File: config.mk
export PLATFORM = sky130hd
export DESIGN_NAME = stream_mux_nx1_flat
export DESIGN_NICKNAME = d
export VERILOG_FILES = /design/src/rtl/stream_mux_pkg.sv /design/src/rtl/stream_mux_nx1_if.sv /design/src/rtl/stream_mux_nx1_rr_arbiter.sv /design/src/rtl/stream_mux_nx1.sv /design/src/flat_wrapper.sv
export SDC_FILE = /design/constraint.sdc
export NUM_CORES = 1
export LEC_CHECK = 0
export CORE_ASPECT_RATIO = 1.25
export CORE_MARGIN = 5
export CORE_UTILIZATION = 37
export CTS_CLUSTER_SIZE = 40
export DETAILED_ROUTE_END_ITERATION = 12
export GPL_TIMING_DRIVEN = 0
export HOLD_SLACK_MARGIN = 0.1
export PLACE_DENSITY = 0.95
export REMOVE_ABC_BUFFERS = 1
export SLEW_MARGIN = 15
export SYNTH_ARGS = -nofsm -noshare
export SYNTH_HDL_FRONTEND = slang
export SYNTH_HIERARCHICAL = 1
export SYNTH_SLANG_ARGS = --single-unit
File: constraint.sdc
create_clock -name clk -period 2.1 [get_ports clk]
set_input_delay 0.21 -clock clk [delete_from_list [all_inputs] [get_ports clk]]
set_output_delay 0.21 -clock clk [all_outputs]
set_load 0.005 [all_outputs]
File: src/rtl/stream_mux_pkg.sv
// stream_mux_pkg: shared types and limits for the N-to-1 registered stream multiplexer.
package stream_mux_pkg;
  typedef enum logic {MODE_SELECT = 1'b0, MODE_RR = 1'b1} mux_mode_t;
  typedef enum logic {OUT_EMPTY, OUT_FULL} out_state_t;
  localparam int MAX_N = 16;
  localparam int MAX_WIDTH = 64;
endpackage

File: src/rtl/stream_mux_nx1_if.sv
// stream_mux_nx1_if: N input streams, select/mode controls and one output stream.
interface stream_mux_nx1_if #(parameter int N = 4, parameter int WIDTH = 32);
  localparam int SW = $clog2(N);
  logic [WIDTH-1:0] in_data [N-1:0];
  logic [N-1:0] in_valid;
  logic [N-1:0] in_ready;
  logic [SW-1:0] sel;
  logic mode;
  logic [WIDTH-1:0] out_data;
  logic [SW-1:0] out_src;
  logic out_valid;
  logic out_ready;
  modport slave (input in_data, in_valid, sel, mode, out_ready,
                 output in_ready, out_data, out_src, out_valid);
  modport master (output in_data, in_valid, sel, mode, out_ready,
                  input in_ready, out_data, out_src, out_valid);
endinterface

File: src/rtl/stream_mux_nx1_rr_arbiter.sv
// rr_arbiter: combinational round-robin search for the first request at or above ptr, wrapping at N.
module rr_arbiter #(parameter int N = 4, parameter int SW = $clog2(N)) (
  input  logic [N-1:0]  i_req,
  input  logic [SW-1:0] i_ptr,
  output logic [N-1:0]  o_grant,
  output logic          o_grant_valid,
  output logic [SW-1:0] o_idx
);
  always_comb begin
    o_grant_valid = 1'b0;
    o_idx = '0;
    // Scan farthest offset first so the nearest request to ptr wins last.
    for (int k = N - 1; k >= 0; k--)
      if (i_req[(int'(i_ptr) + k) % N]) begin
        o_grant_valid = 1'b1;
        o_idx = SW'((int'(i_ptr) + k) % N);
      end
  end
  assign o_grant = o_grant_valid ? N'(1) << o_idx : '0;
endmodule

File: src/rtl/stream_mux_nx1.sv
// stream_mux_nx1: registered N-to-1 stream mux with source tag; STREAM_MUX_RR_EN adds round-robin mode.
module stream_mux_nx1
  import stream_mux_pkg::*;
#(parameter int N = 4, parameter int WIDTH = 32) (
  input logic clk,
  input logic rst_n,
  stream_mux_nx1_if.slave bus
);
  localparam int SW = $clog2(N);
  out_state_t r_state, w_state_nxt;
  logic [WIDTH-1:0] r_data;
  logic [SW-1:0] r_src, w_g;
  logic w_load_en, w_gv, w_sel_gv, w_xfer;
  logic [N-1:0] w_onehot;
  assign w_load_en = r_state == OUT_EMPTY || bus.out_ready;
  assign w_sel_gv = int'(bus.sel) < N;
`ifdef STREAM_MUX_RR_EN
  logic [SW-1:0] r_ptr, w_rr_idx;
  logic [N-1:0] w_rr_grant;
  logic w_rr_gv, w_rr;
  rr_arbiter #(.N(N), .SW(SW)) u_arb (
    .i_req(bus.in_valid),
    .i_ptr(r_ptr),
    .o_grant(w_rr_grant),
    .o_grant_valid(w_rr_gv),
    .o_idx(w_rr_idx)
  );
  assign w_rr = mux_mode_t'(bus.mode) == MODE_RR;
  assign w_g = w_rr ? w_rr_idx : bus.sel;
  assign w_gv = w_rr ? w_rr_gv : w_sel_gv;
  assign w_onehot = w_rr ? w_rr_grant : N'(1) << bus.sel;
  always_ff @(posedge clk)
    if (!rst_n) r_ptr <= '0;
    else if (w_xfer && w_rr) r_ptr <= (int'(w_g) == N - 1) ? '0 : w_g + 1'b1;
`else
  assign w_g = bus.sel;
  assign w_gv = w_sel_gv;
  assign w_onehot = N'(1) << bus.sel;
`endif
  assign bus.in_ready = (rst_n && w_load_en && w_gv) ? w_onehot : '0;
  assign w_xfer = |(bus.in_ready & bus.in_valid);
  always_comb begin
    w_state_nxt = r_state;
    if (w_xfer) w_state_nxt = OUT_FULL;
    else if (r_state == OUT_FULL && bus.out_ready) w_state_nxt = OUT_EMPTY;
  end
  always_ff @(posedge clk)
    if (!rst_n) begin
      r_state <= OUT_EMPTY;
      r_data <= '0;
      r_src <= '0;
    end else begin
      r_state <= w_state_nxt;
      if (w_xfer) begin
        r_data <= bus.in_data[w_g];
        r_src <= w_g;
      end
    end
  assign bus.out_data = r_data;
  assign bus.out_src = r_src;
  assign bus.out_valid = r_state == OUT_FULL;
endmodule

File: src/flat_wrapper.sv
// flat-port wrapper written by rule: the top's interface ports become plain ports
module stream_mux_nx1_flat import stream_mux_pkg::*;
#(parameter int N = 4, parameter int WIDTH = 32)
  (clk, rst_n, bus_in_data, bus_in_valid, bus_sel, bus_mode, bus_out_ready, bus_in_ready, bus_out_data, bus_out_src, bus_out_valid);
  stream_mux_nx1_if #(.N(N), .WIDTH(WIDTH)) bus_i ();
  input logic clk;
  input logic rst_n;
  input wire logic [$bits(bus_i.in_data)-1:0] bus_in_data;
  input wire logic [$bits(bus_i.in_valid)-1:0] bus_in_valid;
  input wire logic [$bits(bus_i.sel)-1:0] bus_sel;
  input wire logic [$bits(bus_i.mode)-1:0] bus_mode;
  input wire logic [$bits(bus_i.out_ready)-1:0] bus_out_ready;
  output wire logic [$bits(bus_i.in_ready)-1:0] bus_in_ready;
  output wire logic [$bits(bus_i.out_data)-1:0] bus_out_data;
  output wire logic [$bits(bus_i.out_src)-1:0] bus_out_src;
  output wire logic [$bits(bus_i.out_valid)-1:0] bus_out_valid;
  assign bus_i.in_data = {>>{bus_in_data}};
  assign bus_i.in_valid = bus_in_valid;
  assign bus_i.sel = bus_sel;
  assign bus_i.mode = bus_mode;
  assign bus_i.out_ready = bus_out_ready;
  assign bus_in_ready = bus_i.in_ready;
  assign bus_out_data = bus_i.out_data;
  assign bus_out_src = bus_i.out_src;
  assign bus_out_valid = bus_i.out_valid;
  stream_mux_nx1 #(.N(N), .WIDTH(WIDTH)) u_core (.clk(clk), .rst_n(rst_n), .bus(bus_i));
endmodule
==> flow_metrics.py, run 1 <==
metrics = {
    "yosys": {
        "synthFlopType": "dfxtp_1",
        "yosysUniqueCellTypes": 27,
        "yosys_warnings": 6,
        "ys_async_sr_fraction_pct": 0,
        "synth_edf_count": 0,
        "postSynthCellCount": 213,
        "synth_area_per_cell_um2": 10.8,
        "synthesis.area_um2": 2300,
        "ys_seq_area_share_pct": 30.4,
        "synth-seq-cells": 35,
    },
    "worst_setup_path": {
        "cpPeakStageDelay_ns": 0.54,
        "cpMaxStageDelayCell": "clkdlybuf4s50_1",
        "start_kind": "primary input",
        "critical_path_required_ns": 1.89,
        "crit_top_cell": "clkdlybuf4s50_1",
        "cp_cell_sequence": "clkdlybuf4s50_1 > nand2b_1 > nand2_1 > nor3_1 > clkdlybuf4s50_1",
        "arrival_ns": 1.72,
        "cp-end-kind": "primary output",
        "r2r_slack_ns": 0.49,
        "critPathMaxFanout": 5,
        "worstSetupPathType": "in -> out",
    },
    "run": {
        "cap_violations": 0,
    },
    "min_path": {
        "holdCritPathClass": "reg -> reg",
    },
    "placement": {
        "post_dp_cell_area_um2": 4060,
        "dp_hpwl_um": 6550,
        "port_buffers": 175,
        "gp_congestion": 0.735,
        "placedCellCount": 450,
    },
    "clocking": {
        "clock_tree.root_cell": "clkbuf_8",
        "clk_pin_slew_ns": 0.07,
        "numClockSinks": 35,
        "cts_buffers": 5,
        "holdBufCountCts": 0,
        "worstSkewPairLatency_ns": 0.28,
        "htree_levels": 2,
        "cts_tree": "yes",
        "clock_path_buffers": 2,
    },
    "die": {
        "io_pins": 177,
        "core_um2": 6130,
        "dieWidth_um": 80.6,
        "start_util_pct": 37.6,
        "die_h_um": 98.2,
        "die_area_um2": 7920,
        "rows": 32,
    },
    "drt": {
        "via_per_inst": 5.36,
        "drtAntennaViolNets": 0,
        "drc_errors": 0,
        "drtPass1Iterations": 4,
        "drtIter0Drc": 133,
        "dr_total_vias": 2480,
        "wl_per_cell_um": 17.9,
        "wirelength_um": 8300,
    },
    "pwr": {
        "totalPowerFinal_uw": 1950,
        "ir_drop_v": 0.000330,
        "power.density_nw_per_um2": 463,
        "leakagePower_uw": 0.00148,
    },
    "timing": {
        "finalHoldWorstSlack_ns": 0.461,
        "period_minus_slack_ns": 1.93,
        "setup_viol": 0,
        "fmax_ghz": 0.519,
        "rsz0062_at_grt": "no",
        "relSlewSlack_pct": 52.5,
        "min_period_over_period_pct": 91.7,
        "clock_skew_ns": 0.00367,
        "tightestPinTransition_ns": 0.712,
        "final_max_slew_viol_count": 0,
        "hold_viol": 0,
    },
    "final_layout": {
        "area_growth_pct": 82.6,
        "final_cell_mix": "clkdlybuf4s50_1 (172), dfxtp_1 (35), nand3_1 (34)",
        "multi_input_area_um2": 1450,
        "layout-drive-gt1-share_pct": 14.3,
        "fin_util_pct": 68.7,
        "nets": 515,
        "layout_commonest_cell": "clkdlybuf4s50_1",
        "insertedDiodeCount": 0,
        "finalInstanceArea_um2": 4210,
        "fin_cells": 463,
        "fillers": 478,
        "ff_latch_area_um2": 701,
    },
    "global_route": {
        "grt_pass1_wl_um": 12600,
        "grt_use_total_pct": 20.6,
        "grt_max_degree": 38,
        "overflow": 0,
        "antenna_found_initial": 0,
        "grt_pass1_vias": 2628,
    },
    "run_status": {
        "outcome": "finished, final reports clean",
    },
}
Yosys cell counts, drive strengths merged (2+ instances only):
master,n,share of area (%)
o21ai,34,7.7
nor2,2,0.33
mux4,32,32
clkbuf,9,1.8
nor3,3,0.87
nand2,2,0.33
buf,17,5.1
nand3,35,7.6
nor2b,2,0.54
dfxtp,35,30
inv,2,0.33
a21boi,34,11
path summary, 6_finish.rpt:
check | from | end | cells after the start
setup / recovery | bus_out_ready | bus_in_ready[0] | 5
hold / removal | u_core/bus.out_data[5] | u_core/bus.out_data[5] | 2
hold reg to reg | u_core/bus.out_data[5] | u_core/bus.out_data[5] | 2
setup reg to reg | u_core/bus.out_valid | u_core/bus.out_src[0] | 4
critical path, delay by kind of cell:
family / cells / cell delay (ns)
buffers and inverters: 2 / 1.01
and+or+nand+nor: 3 / 0.50
power breakdown:
group / total, uW / internal (uW) / switching (uW) / leakage (uW)
clock: 460 / 233 / 228 / 0.0000422
sequential: 750 / 721 / 28.4 / 0.000288
combinational: 739 / 497 / 241 / 0.00115
registers in the layout, indices dropped and copies added, names as in the netlist:
register and cells:
u_core/bus.out_data 32, u_core/bus.out_src 2, u_core/bus.out_valid 1
metal layers:
| metal | track usage [%] | part of all wire [%] |
|---|---|---|
| met3 | 6.09 | 8.7 |
| met4 | 6.63 | 1.6 |
| met2 | 39.0 | 56 |
| met5 | 0 | 0 |
| met1 | 20.9 | 34 |
per-stage QoR:
stage	setup TNS [ns]	setup slack (ns)
3_3_place_gp	-98.16	-2.82
3_5_place_dp	-23.92	-0.683
2_1_floorplan	0	0.165
6_report	0	0.174
4_1_cts	0	0.0124
5_1_grt	0	0.0377
repair_timing:
action	4_1_cts	5_1_grt
endpoints found under the setup margin	38	32
buffers inserted	0	5
pin swaps	0	1
gates resized for setup	6	1
hold endpoints to repair	0	0
area by class of cell:
| type | count | share of cell area [%] |
|---|---|---|
| inverters | 2 | 0.178 |
| well taps | 85 | 2.53 |
| clock buffers | 7 | 1.81 |
| flip-flops and latches | 35 | 16.7 |
| multi-input cells | 150 | 34.6 |
| repair buffers | 183 | 44.2 |
| clock inverters | 1 | 0.119 |
logic make-up after synthesis:
family          Yosys count  share of synthesized area [%]
flops                    35                           30.4
simple gates             47                           10.7
mux                      34                           32.7
compound gates           69                           19.0
buf+inv                  28                           7.22
Note: power is estimated with default switching activity, not from simulation.
==> inputs of run 2 (changes only) <==
--- a/config.mk
+++ b/config.mk
@@ -5,6 +5,7 @@
 export SDC_FILE = /design/constraint.sdc
 export NUM_CORES = 1
 export LEC_CHECK = 0
+export CAP_MARGIN = 10
 export CORE_ASPECT_RATIO = 1.25
 export CORE_MARGIN = 5
 export CORE_UTILIZATION = 37
@@ -13,8 +14,8 @@
 export GPL_TIMING_DRIVEN = 0
 export HOLD_SLACK_MARGIN = 0.1
 export PLACE_DENSITY = 0.95
+export RECOVER_POWER = 50
 export REMOVE_ABC_BUFFERS = 1
-export SLEW_MARGIN = 15
 export SYNTH_ARGS = -nofsm -noshare
 export SYNTH_HDL_FRONTEND = slang
 export SYNTH_HIERARCHICAL = 1
==> run 2 against run 1 <==
Net effect: utilization is 0.65 points lower; sequential power is 0.5% lower; final area is 0.95% lower; clock power hardly changed; largest power group unchanged; routed wire length is 2.0% lower; via count is 0.60% lower; worst hold slack worse by 0.010 ns; critical path depth stayed put; register-to-register slack better by 0.02 ns; sequential share of layout area is 0.16 points higher; non-clock buffer count is 3 lower; first-iteration DRC count is 11% lower.
==> flow_metrics.py, run 2 (synthesized netlist as in run 1, its figures left out) <==
metrics = {
    "run_status": {
        "outcome": "finished, final reports clean",
    },
    "run": {
        "cap_violations": 0,
    },
    "clocking": {
        "clock_path_buffers": 2,
        "cts_buffers": 5,
        "numClockSinks": 35,
        "clk_pin_slew_ns": 0.07,
        "clock_tree.root_cell": "clkbuf_8",
        "htree_levels": 2,
        "cts_tree": "yes",
        "worstSkewPairLatency_ns": 0.28,
    },
    "placement": {
        "post_dp_cell_area_um2": 4040,
        "dp_hpwl_um": 6360,
        "gp_congestion": 0.735,
        "port_buffers": 175,
    },
    "die": {
        "dieWidth_um": 80.6,
        "die_h_um": 98.2,
        "io_pins": 177,
        "start_util_pct": 37.6,
        "rows": 32,
        "core_um2": 6130,
        "die_area_um2": 7920,
    },
    "timing": {
        "period_minus_slack_ns": 1.93,
        "fmax_ghz": 0.519,
        "rsz0062_at_grt": "no",
        "relSlewSlack_pct": 52.7,
        "final_max_slew_viol_count": 0,
        "tightestPinTransition_ns": 0.709,
        "setup_viol": 0,
        "hold_viol": 0,
        "min_period_over_period_pct": 91.8,
        "clock_skew_ns": 0.00536,
        "final.setup.tns_ns": 0,
    },
    "drt": {
        "wirelength_um": 8130,
        "dr_total_vias": 2465,
        "drtIter0Drc": 118,
        "dr_wl_met3_um": 835,
        "drtPass1Iterations": 5,
        "via_per_inst": 5.36,
        "dr.max_layer_used": "met4",
        "drc_errors": 0,
        "drt-met1-wl_um": 2630,
        "drtAntennaViolNets": 0,
        "wl_per_cell_um": 17.7,
        "wl_met2_um": 4530,
    },
    "global_route": {
        "antenna_found_initial": 0,
        "overflow": 0,
        "grt_pass1_vias": 2639,
        "grt_max_degree": 41,
        "grt_pass1_wl_um": 12600,
        "grt_use_total_pct": 20.6,
    },
    "worst_setup_path": {
        "cp-end-kind": "primary output",
        "reg2reg_depth": 4,
        "crit_end": "bus_in_ready[0]",
        "rr_endpoint": "u_core/bus.out_data[22]",
        "worstSetupPathType": "in -> out",
        "critPathMaxFanout": 5,
        "r2r_start": "u_core/bus.out_valid",
        "arrival_ns": 1.72,
        "start_kind": "primary input",
        "critical_path_required_ns": 1.89,
        "crit_start": "bus_out_ready",
        "r2r_slack_ns": 0.51,
    },
    "final_layout": {
        "insertedDiodeCount": 0,
        "area_growth_pct": 80.8,
        "final_cell_mix": "clkdlybuf4s50_1 (137), dlygate4sd3_1 (35), dfxtp_1 (35)",
        "finalInstanceArea_um2": 4170,
        "layout-drive-gt1-share_pct": 13.6,
        "layout_commonest_cell": "clkdlybuf4s50_1",
        "nets": 512,
        "fillers": 482,
        "largest_reg_flops": 32,
    },
    "pwr": {
        "leakagePower_uw": 0.00155,
        "power.density_nw_per_um2": 459,
        "ir_drop_v": 0.000290,
    },
    "min_path": {
        "holdCritPathClass": "in -> reg",
        "hold_start": "bus_sel[0]",
    },
}
[run 2: cell types whose count changed in the layout (fill, tap and decap cells not counted), sizes merged]
cell	delta
clkdlybuf4s50	-35
clkbuf	+1
buf	-4
dlygate4sd3	+35
[run 2: layout make-up]
type                    instances  area (um2)  area share (%)
well taps                      85         106            2.55
clock inverters                 1        5.00           0.120
multi-input cells             150        1450            34.9
repair buffers                180        1820            43.6
clock buffers                   7        76.3            1.83
flip-flops and latches         35         701            16.8
inverters                       2        7.51           0.180
[run 2: what timing repair did]
item | in CTS | in global routing
pin swaps | 0 | 1
setup endpoints to repair | 38 | 36
setup buffers | 0 | 3
hold buffers | 0 | 0
gates resized for setup | 6 | 2
[run 2: worst min path at each step]
| stage | end | slack (ns) | depth (start not counted) |
|---|---|---|---|
| final | u_core/bus.out_src[0] | 0.45 | 3 |
| after detailed placement | u_core/bus.out_data[10] | 0.46 | 2 |
| after floorplan | u_core/bus.out_src[1] | 0.34 | 1 |
| after global routing | u_core/bus.out_data[10] | 0.48 | 2 |
| after CTS | u_core/bus.out_data[10] | 0.46 | 2 |
| after global placement | u_core/bus.out_data[1] | 0.45 | 2 |
[run 2: routing by layer]
metal  vias up  global-route usage [%]
met4         0                    6.89
met2       143                    38.9
met3        13                    6.64
met5         -                       0
li1       1149                       -
met1      1160                    20.6
[run 2: power breakdown]
part,switching (uW),total [uW],internal [uW]
logic,238,708,469
registers,25.0,746,721
clock network,228,460,233
total,491,1910,1420
[run 2: critical path, stage by stage]
cell	delay, ns
clkdlybuf4s50_1	0.47
nand2b_1	0.21
nand2_1	0.10
nor3_1	0.19
clkdlybuf4s50_1	0.54
[run 2: through the flow]
stage	hold slack, ns	total power (uW)	utilization [%]	worst slack, ns	std cells
after CTS	0.463	1940	67.4	0.00254	457
after detailed placement	0.457	1480	65.9	-0.692	449
after global routing	0.479	2030	68.0	0.0406	460
after floorplan	0.338	1010	-	0.165	187
final	0.451	1910	68.0	0.172	460
after global placement	0.447	1460	65.4	-2.82	447
==> inputs of run 3 (changes only) <==
--- a/config.mk
+++ b/config.mk
@@ -9,6 +9,7 @@
 export CORE_ASPECT_RATIO = 1.25
 export CORE_MARGIN = 5
 export CORE_UTILIZATION = 37
+export CTS_BUF_LIST = sky130_fd_sc_hd__clkbuf_4 sky130_fd_sc_hd__clkbuf_8
 export CTS_CLUSTER_SIZE = 40
 export DETAILED_ROUTE_END_ITERATION = 12
 export GPL_TIMING_DRIVEN = 0
==> run 3 against run 2 <==
Net effect: worst setup slack improved by 0.0069 ns; total power increased by 1.2%; routed wire length increased by 0.34%; via count decreased by 0.16%; global-route usage decreased by 0.11 points.
==> flow_metrics.py, run 3 (synthesized netlist as in run 1, its figures left out) <==
metrics = {
    "run_status": {
        "outcome": "finished, final reports clean",
    },
    "final_layout": {
        "nets": 512,
        "largest_reg_flops": 32,
        "layout-drive-gt1-share_pct": 14.1,
        "layout_commonest_cell": "clkdlybuf4s50_1",
        "fin_util_pct": 68.2,
        "final_cell_mix": "clkdlybuf4s50_1 (137), dlygate4sd3_1 (35), dfxtp_1 (35)",
        "finalInstanceArea_um2": 4180,
        "insertedDiodeCount": 0,
        "area_growth_pct": 81.2,
    },
    "clocking": {
        "holdBufCountCts": 0,
        "cts_tree": "yes",
        "numClockSinks": 35,
        "clock_tree.root_cell": "clkbuf_8",
        "cts_buffers": 5,
        "clk_pin_slew_ns": 0.07,
        "clock_path_buffers": 2,
        "worstSkewPairLatency_ns": 0.28,
        "htree_levels": 2,
    },
    "placement": {
        "dp_slack_ns": -0.692,
        "port_buffers": 175,
        "dp_hpwl_um": 6360,
        "gp_congestion": 0.735,
        "post_dp_cell_area_um2": 4040,
    },
    "timing": {
        "rsz0062_at_grt": "no",
        "hold_viol": 0,
        "tightestPinTransition_ns": 0.709,
        "final_max_slew_viol_count": 0,
        "min_period_over_period_pct": 91.5,
        "setup_viol": 0,
        "relSlewSlack_pct": 52.6,
        "fin_ws_ns": 0.179,
        "period_minus_slack_ns": 1.92,
        "clock_skew_ns": 0.00487,
        "final.setup.tns_ns": 0,
        "fmax_ghz": 0.520,
    },
    "pwr": {
        "switchingPower_uw": 489,
        "p_int_uw": 1450,
        "pwr-share-clk_pct": 25.0,
        "power.density_nw_per_um2": 464,
        "switching_share_pct": 25.2,
        "p_seq_share_pct": 38.5,
        "p_comb_share_pct": 36.5,
        "totalPowerFinal_uw": 1940,
        "leakagePower_uw": 0.00156,
        "ir_drop_v": 0.000297,
    },
    "global_route": {
        "grt_pass1_vias": 2635,
        "grt_max_degree": 41,
        "antenna_found_initial": 0,
        "grt_use_total_pct": 20.5,
        "grt_pass1_wl_um": 12600,
        "overflow": 0,
    },
    "drt": {
        "drtAntennaViolNets": 0,
        "drc_errors": 0,
        "via_per_inst": 5.35,
        "drtPass1Iterations": 4,
        "wirelength_um": 8160,
        "dr_total_vias": 2461,
        "drtIter0Drc": 115,
        "wl_per_cell_um": 17.7,
    },
    "min_path": {
        "holdCritPathClass": "in -> reg",
        "hold_start": "bus_sel[0]",
    },
    "die": {
        "die_h_um": 98.2,
        "core_um2": 6130,
        "start_util_pct": 37.6,
        "die_area_um2": 7920,
        "dieWidth_um": 80.6,
        "io_pins": 177,
        "rows": 32,
    },
    "worst_setup_path": {
        "cpMaxStageDelayCell": "clkdlybuf4s50_1",
        "crit_start": "bus_out_ready",
        "r2r_start": "u_core/bus.out_valid",
        "critPathMaxFanout": 5,
        "path_buf_inv": 2,
        "crit_family": "buffers and inverters",
        "crit_top_cell": "clkdlybuf4s50_1",
        "cp-end-kind": "primary output",
        "cp_cell_sequence": "clkdlybuf4s50_1 > nand2b_1 > nand2_1 > nor3_1 > clkdlybuf4s50_1",
        "cpPeakStageDelay_ns": 0.54,
        "worstSetupPathType": "in -> out",
        "arrival_ns": 1.71,
        "start_kind": "primary input",
        "critical_path_required_ns": 1.89,
    },
    "run": {
        "cap_violations": 0,
    },
}
run 3: changes by cell type in the layout (fill, tap and decap cells not counted):
cell      before  now
clkbuf_1       2    0
clkbuf_4       2    4
run 3: final timing paths:
path	endpoint	slack, ns	cells after the start
max reg2reg	u_core/bus.out_data[22]	0.52	4
max	bus_in_ready[0]	0.18	5
min	u_core/bus.out_src[0]	0.45	3
min reg2reg	u_core/bus.out_data[10]	0.46	2
run 3: power groups by stage:
| stage | clock, uW | sequential (uW) | combinational, uW |
|---|---|---|---|
| after floorplan | 0 | 768 | 243 |
| after global placement | 0 | 760 | 697 |
| after detailed placement | 0 | 764 | 718 |
| after CTS | 499 | 749 | 723 |
| after global routing | 542 | 753 | 756 |
| final | 484 | 746 | 708 |
run 3: stage by stage:
step / instances / hold WS (ns)
after detailed placement: 449 / 0.457
after global routing: 460 / 0.479
final: 460 / 0.450
after global placement: 447 / 0.447
after CTS: 457 / 0.463
after floorplan: 187 / 0.338
run 3: cell type report:
cell class,count,area (um2)
flip-flops and latches,35,701
well taps,85,106
repair buffers,180,1820
inverters,2,7.51
clock inverters,1,5.00
clock buffers,7,83.8
multi-input cells,150,1450
fillers,483,1950
run 3: routing by layer:
layer | global-route usage [%] | vias up | wire length, um
met2 | 38.6 | 122 | 4500
li1 | - | 1152 | -
met3 | 6.09 | 14 | 754
met5 | 0 | - | 0
met4 | 6.89 | 0 | 145
met1 | 20.9 | 1173 | 2760
run 3: what timing repair did:
item,in CTS,in global routing
setup buffers,0,3
pin swaps,0,1
cloned,0,0
endpoints found under the setup margin,38,36
endpoints found under the hold margin,0,0
gates resized for setup,6,2
run 3: tightest hold or removal path, cell delays in order:
cell	delay (ns)
clkbuf_4	0.26
o21ai_1	0.13
a21boi_1	0.07
